==> config.mk <==
export PLATFORM = sky130hd
export DESIGN_NAME = staging_window_accumulator
export DESIGN_NICKNAME = d
export VERILOG_FILES = /design/src/rtl/staging_pkg.sv /design/src/rtl/staging_result_slot.sv /design/src/rtl/staging_window_accumulator.sv
export SDC_FILE = /design/constraint.sdc
export NUM_CORES = 1
export LEC_CHECK = 0
export CORE_ASPECT_RATIO = 1.2
export CORE_MARGIN = 8
export CORE_UTILIZATION = 52
export DETAILED_ROUTE_END_ITERATION = 16
export PLACE_DENSITY_LB_ADDON = 0.2
export SYNTH_ARGS = -nofsm -noshare
export SYNTH_HDL_FRONTEND = slang
export SYNTH_HIERARCHICAL = 1
export SYNTH_SLANG_ARGS = --single-unit
export TNS_END_PERCENT = 30
==> constraint.sdc <==
create_clock -name clk -period 2.7 [get_ports clk]
set_input_delay 0.54 -clock clk [delete_from_list [all_inputs] [get_ports clk]]
set_output_delay 0.54 -clock clk [all_outputs]
set_load 0.02 [all_outputs]
==> src/rtl/staging_pkg.sv <==
// ---------------------------------------------------------------------------
// staging_pkg
//   Types and constants shared by the input staging stage and its consumers.
//   stage_word_t  : 32-bit staged word, tag in [31:16], payload in [15:0].
//   TAG_VALID     : tag value marking a present word.
//   TAG_BUBBLE    : tag value marking an empty cycle.
//   slot_state_t  : occupancy of the one-entry result slot.
// ---------------------------------------------------------------------------
package staging_pkg;

    typedef struct packed {
        logic [15:0] tag;
        logic [15:0] payload;
    } stage_word_t;

    localparam logic [15:0] TAG_VALID  = 16'd1;
    localparam logic [15:0] TAG_BUBBLE = 16'd0;

    typedef enum logic {
        SLOT_EMPTY = 1'b0,
        SLOT_HELD  = 1'b1
    } slot_state_t;

endpackage : staging_pkg

==> src/rtl/staging_result_slot.sv <==
// ---------------------------------------------------------------------------
// staging_result_slot
//   One-entry valid/ready holding register. The producer cannot be stalled,
//   so a push into a full slot that is not draining on the same edge is
//   dropped and recorded in a sticky overflow flag.
//
// Ports
//   clk          in   system clock
//   reset        in   asynchronous, active-low reset
//   push         in   new result offered this cycle
//   push_data    in   DATA_W  result offered with push
//   ready        in   consumer accepts the held result at this edge
//   clear_flags  in   synchronous clear of overflow (a new drop wins)
//   data         out  DATA_W  held result, stable while valid and not drained
//   valid        out  slot holds a result
//   overflow     out  sticky: a pushed result was dropped
// ---------------------------------------------------------------------------
module staging_result_slot
    import staging_pkg::*;
#(
    parameter int DATA_W = 8
) (
    input  logic              clk,
    input  logic              reset,
    input  logic              push,
    input  logic [DATA_W-1:0] push_data,
    input  logic              ready,
    input  logic              clear_flags,
    output logic [DATA_W-1:0] data,
    output logic              valid,
    output logic              overflow
);

    slot_state_t state;
    slot_state_t next_state;
    logic        load;
    logic        drop;

    // NOTE: every signal driven here gets a default before the case so no
    // path leaves it unassigned, which would infer a latch.
    always_comb begin
        next_state = state;
        load       = 1'b0;
        drop       = 1'b0;
        case (state)
            SLOT_EMPTY: begin
                if (push) begin
                    load       = 1'b1;
                    next_state = SLOT_HELD;
                end
            end
            SLOT_HELD: begin
                if (ready && push) begin
                    // Drain and refill on the same edge: valid never drops.
                    load = 1'b1;
                end else if (ready) begin
                    next_state = SLOT_EMPTY;
                end else if (push) begin
                    drop = 1'b1;
                end
            end
            default: next_state = SLOT_EMPTY;
        endcase
    end

    // NOTE: state registers use non-blocking assignments so every flop
    // samples the pre-edge values regardless of statement order.
    always_ff @(posedge clk or negedge reset) begin
        if (!reset) begin
            state    <= SLOT_EMPTY;
            data     <= '0;
            overflow <= 1'b0;
        end else begin
            state <= next_state;
            if (load) begin
                data <= push_data;
            end
            // A drop on the same edge as a clear must leave the flag set.
            if (drop) begin
                overflow <= 1'b1;
            end else if (clear_flags) begin
                overflow <= 1'b0;
            end
        end
    end

    assign valid = (state == SLOT_HELD);

endmodule : staging_result_slot

==> src/rtl/staging_window_accumulator.sv <==
// ---------------------------------------------------------------------------
// staging_window_accumulator
//   Consumes staged words, sums the payloads of every WINDOW present words
//   and counts the zero payloads among them. Each completed window is
//   offered to a one-entry output slot; results that find the slot full and
//   not draining are dropped and flagged.
//
// Ports
//   clk          in   system clock
//   reset        in   asynchronous, active-low reset
//   stageWord    in   32     staged word {tag, payload}, sampled every edge
//   resultSum    out  SUM_W  payload sum of the completed window
//   resultZeros  out  CNT_W  zero-payload count of the completed window
//   resultValid  out  output slot holds a result
//   resultReady  in   consumer accepts the result at this edge
//   clearFlags   in   synchronous clear of overflow and tagError
//   overflow     out  sticky: a completed window was dropped
//   tagError     out  sticky: a tag other than TAG_VALID / bubble was seen
// ---------------------------------------------------------------------------
module staging_window_accumulator #(
    parameter int          WINDOW    = 4,
    parameter logic [15:0] TAG_VALID = staging_pkg::TAG_VALID,
    localparam int         SUM_W     = 16 + $clog2(WINDOW),
    localparam int         CNT_W     = $clog2(WINDOW + 1)
) (
    input  logic             clk,
    input  logic             reset,
    input  logic [31:0]      stageWord,
    output logic [SUM_W-1:0] resultSum,
    output logic [CNT_W-1:0] resultZeros,
    output logic             resultValid,
    input  logic             resultReady,
    input  logic             clearFlags,
    output logic             overflow,
    output logic             tagError
);

    import staging_pkg::*;

    localparam int SLOT_W = SUM_W + CNT_W;

    stage_word_t      word;
    logic             present;
    logic             tag_bad;
    logic             zero_payload;
    logic             closing;
    logic [SUM_W-1:0] acc;
    logic [CNT_W-1:0] word_count;
    logic [CNT_W-1:0] zero_count;
    logic [SUM_W-1:0] close_sum;
    logic [CNT_W-1:0] close_zeros;
    logic [SLOT_W-1:0] slot_data;

    assign word         = stage_word_t'(stageWord);
    assign present      = (word.tag == TAG_VALID);
    assign tag_bad      = !present && (word.tag != TAG_BUBBLE);
    assign zero_payload = (word.payload == 16'd0);
    assign closing      = present && (word_count == CNT_W'(WINDOW - 1));

    // Running totals including the current word; they double as the next
    // accumulator values and, on the closing word, as the window result.
    assign close_sum   = acc + SUM_W'(word.payload);
    assign close_zeros = zero_count + CNT_W'(zero_payload);

    always_ff @(posedge clk or negedge reset) begin
        if (!reset) begin
            acc        <= '0;
            word_count <= '0;
            zero_count <= '0;
        end else if (present) begin
            if (closing) begin
                // Restart on the same edge so the next word opens a window.
                acc        <= '0;
                word_count <= '0;
                zero_count <= '0;
            end else begin
                acc        <= close_sum;
                word_count <= word_count + CNT_W'(1);
                zero_count <= close_zeros;
            end
        end
    end

    always_ff @(posedge clk or negedge reset) begin
        if (!reset) begin
            tagError <= 1'b0;
        end else if (tag_bad) begin
            tagError <= 1'b1;
        end else if (clearFlags) begin
            tagError <= 1'b0;
        end
    end

    staging_result_slot #(
        .DATA_W (SLOT_W)
    ) u_slot (
        .clk         (clk),
        .reset       (reset),
        .push        (closing),
        .push_data   ({close_sum, close_zeros}),
        .ready       (resultReady),
        .clear_flags (clearFlags),
        .data        (slot_data),
        .valid       (resultValid),
        .overflow    (overflow)
    );

    assign resultSum   = slot_data[SLOT_W-1:CNT_W];
    assign resultZeros = slot_data[CNT_W-1:0];

endmodule : staging_window_accumulator
==> metrics.yaml <==
outcome:
  status: "finished, final reports clean"
critical_path:
  start_kind: "input port"
  critical_path_required_ps: 2900
  crit_fanout: 3
  cp_cell_sequence: "clkdlybuf4s50_1, ha_1, inv_1, fa_2, nor2b_2, o2111ai_2, a31oi_2, a31oi_1, xnor2_1, mux2_4"
  crit_slowest_cell: "clkdlybuf4s50_1"
  crit_buf_inv: 2
  rr_worst_depth: 9
  path_depth: 10
  end_kind: "flip-flop"
  critPathArrivalTime_ps: 2810
  critPathMaxStageDelay_ps: 480
  path_delay_family: "compound AO/OA/AOI/OAI gates"
  crit_type: "input port to flip-flop"
sta:
  finalMaxSlewViolations: 0
  finalCritPeriodShare_pct: 96.6
  finalHoldViolations: 0
  rsz0062_at_grt: "false"
  clock_skew_ps: 9.95
  relSlewSlack_pct: 70.3
  finalSetupViolCount: 0
  fin_setup_tns_ps: 0
  worstMarginPinSlew_ps: 444
  fin_crit_ps: 2610
  max_freq_ghz: 0.383
  timing.hold.ws_ps: 87.5
final_layout:
  diodes: 0
  final_common_cell: "clkdlybuf4s50_1"
  syn2layout_area_growth_pct: 35.9
  final_cells: 428
  drive_above_1_share_pct: 23.6
  num-nets-final: 419
  final_cell_mix: "clkdlybuf4s50_1, dfrtp_1, buf_4, nand2_1, mux2_4"
  fin_area_sq_um: 3970
power_and_ir_drop:
  p_per_area_nw_per_um2: 381
  power_leakage_nw: 2.02
  ir_drop_mv: 0.329
place:
  dp_cells: 420
  gp_congestion: 0.892
  dp_hpwl_microns: 5770
  dpl_cell_area_sq_um: 3810
  io_buffers: 59
synthesis:
  synthArstFlopShare_pct: 100
  ys_types: 49
  syn_area_per_cell_sq_um: 11.0
  netlist_area_sq_um: 2920
  synth_cells: 265
  synth-edff-count: 0
  synth_nets: 321
  synth_seq_area_share_pct: 41.1
  ys.flop_type: "dfrtp_1"
  ys.warnings.count: 6
  ys_ff_latch: 48
run:
  max_cap_viol_count: 0
global_route:
  grt_usage_pct: 18.9
  grt_max_degree: 31
  grt_pass1_vias: 2625
  grt_pass1_wl_microns: 12700
  overflow: 0
  antenna_found_initial: 0
floorplan:
  core_sq_um: 5560
  placementRows: 30
  design.die.area_sq_um: 8290
  pin_count: 60
  dieHeight_microns: 98.1
  start_util_pct: 52.6
  fp.dieW_microns: 84.4
route:
  drc: 0
  final_antenna_net_count: 0
  first_iter_violations: 118
  dr.pass1.iters: 4
  num_vias: 2459
  wl_microns: 7710
  wire_per_inst_microns: 18.0
  viasPerCell: 5.75
min_path:
  hold_class: "input port to asynchronous set/reset pin"
cts:
  clockBufferDepth: 2
  cts_buffers: 5
  numClockSinks: 48
  clk_pin_slew_ps: 100
  post_cts_buffers: 0
  root_buffer: "clkbuf_8"
  h-tree-depth: 2
  cts_tree: "yes"
  cts_hold_buf: 0
  clkLatencyLatePin_ps: 310
## metrics by stage
step / power, mW / worst slack [ps] / utilization (%)
finish: 1.51 / 91.1 / 71.5
detailed placement: 0.885 / -391 / 68.5
global route: 1.56 / 15.4 / 71.5
CTS: 1.52 / 9.47 / 71.1
floorplan: 0.779 / 272 / -
global placement: 0.883 / -260 / 68.5
## what timing repair did
| action | in CTS | in global routing |
|---|---|---|
| resized for setup | 1 | 5 |
| pin swaps | 0 | 1 |
| setup endpoints to repair | 3 | 10 |
## routing by layer
metal	global-route usage [%]	part of all wire, %	vias to the layer above
li1	-	-	1169
met1	22.7	44	1208
met2	31.9	50	67
met3	4.12	4.6	15
met4	7.14	1.8	0
met5	0	0	-
## cells by family after synthesis
kind of cell / count (synthesis) / share of synthesized area (%)
compound gates: 72 / 17.9
xor+xnor: 16 / 4.79
fa+ha+maj: 20 / 8.82
buf+inv: 22 / 4.84
flops: 48 / 41.1
mux: 21 / 10.7
simple gates: 66 / 11.9
## worst reg2reg max path: stages, from the launching register on
cell       delay [ps]
dfrtp_1           370
ha_1              180
inv_1              60
fa_2              350
nor2b_2           160
o2111ai_2         160
a31oi_2           300
a31oi_1           150
xnor2_1           160
mux2_4            270
## layout make-up
class	count	area [sq um]
Sequential cell	48	1200
Inverter	12	45.0
Multi-Input combinational cell	195	1610
Timing Repair Buffer	101	901
Tap cell	64	80.1
Fill cell	447	1580
Clock buffer	5	68.8
Clock inverter	3	68.8
## final timing paths
path                               start               to  slack (ps)
setup / recovery            stageWord[0]  u_slot/data[15]          90
hold / removal                     reset           acc[5]          90
setup reg to reg                  acc[0]  u_slot/data[15]         440
hold reg to reg            word_count[1]    word_count[1]         500
max in group asynchronous          reset  u_slot/overflow        2000
min in group clk           word_count[1]    word_count[1]         500
## synthesized netlist by cell type (all sizes together) (7+ instances only)
| library cell | n | area share (%) |
|---|---|---|
| dfrtp | 48 | 41 |
| nand2 | 25 | 3.5 |
| mux2 | 21 | 11 |
| ha | 19 | 8.1 |
| o21ai | 14 | 2.4 |
| inv | 12 | 1.5 |
| xnor2 | 12 | 3.6 |
| a22o | 10 | 3.0 |
| a21o | 9 | 2.4 |
| a21oi | 9 | 1.5 |
| a31oi | 8 | 1.7 |
| nor2 | 8 | 1.0 |
| nand3 | 7 | 1.2 |
| nor4 | 7 | 1.5 |
## power breakdown
part	internal, mW	total (mW)	leakage [nW]	switching [mW]
Combinational	0.0856	0.154	1.29	0.0685
Clock	0.373	0.639	0.0687	0.266
Sequential	0.718	0.719	0.661	0.000238
## registers in the layout, summed over array words and instances (netlist names)
register / cells
word_count: 3
u_slot/valid: 1
zero_count: 3
tagError: 1
u_slot/overflow: 1
acc: 18
u_slot/data: 21
Power figures use the tool's default switching activity.
